<file path="src/rtl/usb_fs_tx_pkt_buffer.sv">
// Single-packet IN-endpoint transmit buffer feeding the full-speed transmitter.
// Holds the payload after transmission until the endpoint acks or asks for a replay.
module usb_fs_tx_pkt_buffer #(
  parameter int unsigned DEPTH = 64,
  parameter int unsigned AW    = $clog2(DEPTH)
) (
  input  logic          clk,
  input  logic          reset_n,
  input  logic          wr_en,
  input  logic [7:0]    wr_data,
  output logic          wr_full,
  output logic          wr_err,
  output logic [AW:0]   level,
  input  logic          send,
  input  logic [3:0]    send_pid,
  input  logic          ack,
  input  logic          retry,
  output logic          busy,
  output logic          sent,
  output logic          pkt_start,
  output logic [3:0]    pid,
  input  logic          pkt_end,
  output logic          tx_data_avail,
  input  logic          tx_data_get,
  output logic [7:0]    tx_data
);

  typedef enum logic [1:0] {StFill, StStart, StSending, StHold} state_e;

  localparam logic [AW:0] PtrOne  = (AW+1)'(1);
  localparam logic [AW:0] PtrFull = (AW+1)'(DEPTH);

  state_e      state_q, state_d;
  logic [AW:0] wr_ptr_q, wr_ptr_d;
  logic [AW:0] rd_ptr_q, rd_ptr_d;
  logic [3:0]  pid_q, pid_d;
  logic        wr_err_q, wr_err_d;
  logic        sent_q, sent_d;
  logic [7:0]  tx_data_q;
  logic        mem_we;
  logic [7:0]  mem [DEPTH];

  always_comb begin
    state_d  = state_q;
    wr_ptr_d = wr_ptr_q;
    rd_ptr_d = rd_ptr_q;
    pid_d    = pid_q;
    mem_we   = 1'b0;
    sent_d   = 1'b0;
    unique case (state_q)
      StFill: begin
        if (wr_en && !wr_full) begin
          mem_we   = 1'b1;
          wr_ptr_d = wr_ptr_q + PtrOne;
        end
        // A write coinciding with send is still part of the packet.
        if (send) begin
          pid_d    = send_pid;
          rd_ptr_d = '0;
          state_d  = StStart;
        end
      end
      StStart: state_d = StSending;
      StSending: begin
        if (pkt_end) begin
          state_d = StHold;
          sent_d  = 1'b1;
        end else if (tx_data_get && (rd_ptr_q != wr_ptr_q)) begin
          rd_ptr_d = rd_ptr_q + PtrOne;
        end
      end
      StHold: begin
        if (ack) begin
          wr_ptr_d = '0;
          rd_ptr_d = '0;
          state_d  = StFill;
        end else if (retry) begin
          rd_ptr_d = '0;
          state_d  = StFill;
        end
      end
      default: state_d = StFill;
    endcase
    wr_err_d = wr_en && !mem_we;
  end

  always_ff @(posedge clk or negedge reset_n) begin
    if (!reset_n) begin
      state_q   <= StFill;
      wr_ptr_q  <= '0;
      rd_ptr_q  <= '0;
      pid_q     <= '0;
      wr_err_q  <= 1'b0;
      sent_q    <= 1'b0;
      tx_data_q <= '0;
    end else begin
      state_q  <= state_d;
      wr_ptr_q <= wr_ptr_d;
      rd_ptr_q <= rd_ptr_d;
      pid_q    <= pid_d;
      wr_err_q <= wr_err_d;
      sent_q   <= sent_d;
      // Prefetch the byte at the next read pointer so it is ready on the first SENDING cycle.
      if (state_d == StSending) begin
        tx_data_q <= mem[rd_ptr_d[AW-1:0]];
      end
    end
  end

  always_ff @(posedge clk) begin
    if (mem_we) begin
      mem[wr_ptr_q[AW-1:0]] <= wr_data;
    end
  end

  assign wr_full       = (wr_ptr_q == PtrFull);
  assign wr_err        = wr_err_q;
  assign level         = wr_ptr_q;
  assign busy          = (state_q != StFill);
  assign sent          = sent_q;
  assign pkt_start     = (state_q == StStart);
  assign pid           = pid_q;
  assign tx_data_avail = (state_q == StSending) && (rd_ptr_q != wr_ptr_q);
  assign tx_data       = tx_data_q;

endmodule
</file>
<file path="config.mk">
export PLATFORM = sky130hd
export DESIGN_NAME = usb_fs_tx_pkt_buffer
export DESIGN_NICKNAME = d
export VERILOG_FILES = /design/src/rtl/usb_fs_tx_pkt_buffer.sv
export SDC_FILE = /design/constraint.sdc
export NUM_CORES = 1
export LEC_CHECK = 0
export CAP_MARGIN = 15
export CORE_MARGIN = 1.5
export CORE_UTILIZATION = 62
export DETAILED_ROUTE_END_ITERATION = 16
export GPL_ROUTABILITY_DRIVEN = 0
export PLACE_DENSITY_LB_ADDON = 0.25
export SLEW_MARGIN = 10
export SYNTH_ARGS = -nofsm -noshare
export SYNTH_HDL_FRONTEND = slang
export SYNTH_SLANG_ARGS = --single-unit
</file>
<file path="constraint.sdc">
create_clock -name clk -period 4.2 [get_ports clk]
set_input_delay 0.84 -clock clk [delete_from_list [all_inputs] [get_ports clk]]
set_output_delay 0.84 -clock clk [all_outputs]
set_load 0.02 [all_outputs]
</file>
==> summary.txt <==
Routing
  • DRT Wirelength: 56.9 mm
  • Post-DR vias/cell: 6.62
  • Drt wl/cell: between 20 and 30 µm
  • First DRT Iteration DRCs: 1839
  • Post-route ant nets: 0
  • Pre-antenna DRT Iters: 6
  • Via count: 14489
  • DRC violations left: 0

Cells and area
  • Final net count: 1707
  • Most frequent cells in the layout: 512 x edfxtp_1, 291 x nand2_1, 140 x nand3_1
  • Commonest non-fill, non-tap cell in the layout: edfxtp_1
  • Area Growth Syn to Fin: 12.5%
  • Layout cells sized above 1: 11.9%
  • Utilization after layout: 70.6%
  • Fillers: between 2000 and 2500
  • Finished Layout Cells: 2188
  • Antenna fix cells: 0
  • Cell area after layout: 25100 µm²

Global route
  • Largest net degree at the start of global routing: 109
  • Vias in the first global route: 13899
  • Antenna violations before repair: 0
  • GRT Util Overall: 31.5%
  • Grt ovf: 0
  • Global-route wire length before repair: 84.9 mm

Critical path
  • CP peak stage delay: 0.71 ns
  • CP max stage cell: a311oi_1
  • Worst path required time: around 4.7 ns
  • Crit path DAT: 4.45 ns
  • WS Path Type: flip-flop to flip-flop
  • Critical Path, Cell by Cell: xnor2_2, nand4_2, o21a_1, a31oi_4, nor2_8, inv_6, buf_4, nand2_1, a32oi_1, nand4_1, a311oi_1, a2111o_1
  • Worst Setup Start Kind: flip-flop
  • CP Capture Type: flip-flop
  • Crit-path max FO: 26

Synth
  • Synth unique cells: 73
  • Post-synthesis register bit count: 542
  • Synth Flop Type: edfxtp_1
  • EDFF count, synth: between 500 and 600
  • Syn avg cell area: 13.8 µm²
  • Total nets after synthesis: 1632
  • Ys async rst share: approximately 5.5%
  • Sequential element share of the synthesized area: 72.4%
  • Syn. warnings: 0
  • Synth Cell Area: 22300 µm²
  • Synth Instances: 1609

Clock network
  • CTS sink cnt: 542
  • Cts repair resizes: 0
  • Clock Latency Late Sink: 0.58 ns
  • # hold bufs at CTS: 0
  • Setup Fix Bufs, Post-CTS: 0
  • Reg clk slew, reported paths: about 0.06 ns
  • CTS H-tree lvls: 2
  • CTS buffer count: 52
  • CTS tree: yes
  • Clock Root Buffer: clkbuf_16
  • Worst-case clock buffer depth: 3

Die
  • Core area: approximately 35000 µm²
  • Floorplan row count: 69
  • Starting Density: between 60% and 70%
  • Die Span X: 193 µm
  • Ports: 45
  • Die ar.: 37100 µm²
  • Chip height: around 190 µm

Placed design
  • Post-detail-place hpwl: 35.4 mm
  • Number of port buffers: 44
  • Worst slack, placed: -0.0465 ns
  • Post-DP Area: about 23000 µm²
  • Placed insts: 2091

Timing
  • Max_slew headroom: 23.3%
  • Worst setup slack after layout: 0.266 ns
  • Final setup fails: 0
  • Hold_ws: 0.350 ns
  • Final worst-path cycle share: 93.7%
  • Worst-Margin Slew: 1.14 ns
  • RSZ-0062 raised after global routing: false
  • Clock skew: 0.0148 ns
  • Final Hold Fails: 0
  • Post-layout min period: around 4 ns
  • Max Clk Rate: 0.254 GHz
  • Max Slew Vio Count: 0
  • Total Neg Setup Slack: 0 ns

Run status
  • Outcome: finished clean

Pwr
  • Tot Pwr: about 13 mW
  • Max VDD drop: between 400 and 500 µV
  • Pwr/cell area: 506 nW/µm²
  • Pleak: 8.29 nW

Run
  • Max_cap viols: 0

Worst hold path
  • Hold crit path type: primary input to asynchronous set/reset pin
-- cell usage after synthesis, types with 9 or more instances --
master	instances	share of area, %
edfxtp_1	512	69
nand2_1	291	4.9
nand3_1	140	3.1
nor2_1	99	1.7
mux2i_1	98	4.4
clkbuf_1	45	0.76
a32oi_1	37	1.5
buf_2	34	0.76
dfrtp_1	30	3.4
o21ai_0	30	0.67
a211oi_1	25	0.84
and3_1	25	0.70
nand4_1	25	0.70
a31oi_1	22	0.62
a21oi_1	17	0.38
a221oi_1	10	0.39
buf_4	10	0.34
o22ai_1	9	0.25
-- sequential cells by signal, summed over array words and instances, names as in the netlist --
signal / flops
state_q: 2
sent: 1
tx_data: 8
mem: 512
level: 7
wr_err: 1
pid: 4
rd_ptr_q: 7
-- metal layers --
metal  global-route usage (%)  up-vias  routed length [µm]  share of wire, %
li1                         -     6251                   -                 -
met1                     44.1     7168               22100                39
met4                     15.3        0                2710               4.8
met2                     49.2      909               26800                47
met3                     4.46      161                5380               9.5
met5                        0        -                   0                 0
-- cells by family (layout without fill, tap and decap cells) --
family                     count (synthesis)  count (layout)  synth area share (%)
adders and majority gates                  3               3                 0.169
AOI/OAI and AO/OA                        209             209                  6.95
xor gates and xnor gates                  10              10                 0.494
buffers and inverters                    114             232                  2.57
and+or+nand+nor                          627             627                  12.7
muxes                                    104             104                  4.71
DFF                                      542             542                  72.4
-- critical path, delay by kind of cell, from the launching register on --
kind	cells	cell delay, ns
XOR/XNOR	1	0.17
flip-flops	1	0.64
AND/OR/NAND/NOR	4	0.57
buffers and inverters	2	0.61
AO/OA/AOI/OAI	5	1.84
-- area by class of cell --
cell class,instances,area (µm²),area share [%]
multi-input combinational,953,5580,22.3
clock buffer,66,1390,5.56
tap,461,577,2.30
timing repair buffer,124,1130,4.52
clock inverter,31,193,0.769
sequential,542,16100,64.4
inverter,11,48.8,0.195
-- where the power goes --
part / leakage [nW] / total (mW) / switching, mW / internal, mW
clock: 0.788 / 4.39 / 1.98 / 2.41
combinational: 2.51 / 2.12 / 1.39 / 0.730
sequential: 4.99 / 6.18 / 0.150 / 6.03
-- worst paths after layout --
kind	from	end	slack, ns	cells after the start
max	level[2]	tx_data[6]	0.27	12
min in group clk	pid[1]	pid[1]	0.51	1
min reg2reg	pid[1]	pid[1]	0.51	1
max reg2reg	level[2]	tx_data[6]	0.27	12
max in group asynchronous	reset_n	pid[3]	3.34	1
min	reset_n	level[6]	0.35	1
No activity file was read; power rests on OpenSTA's default activity.
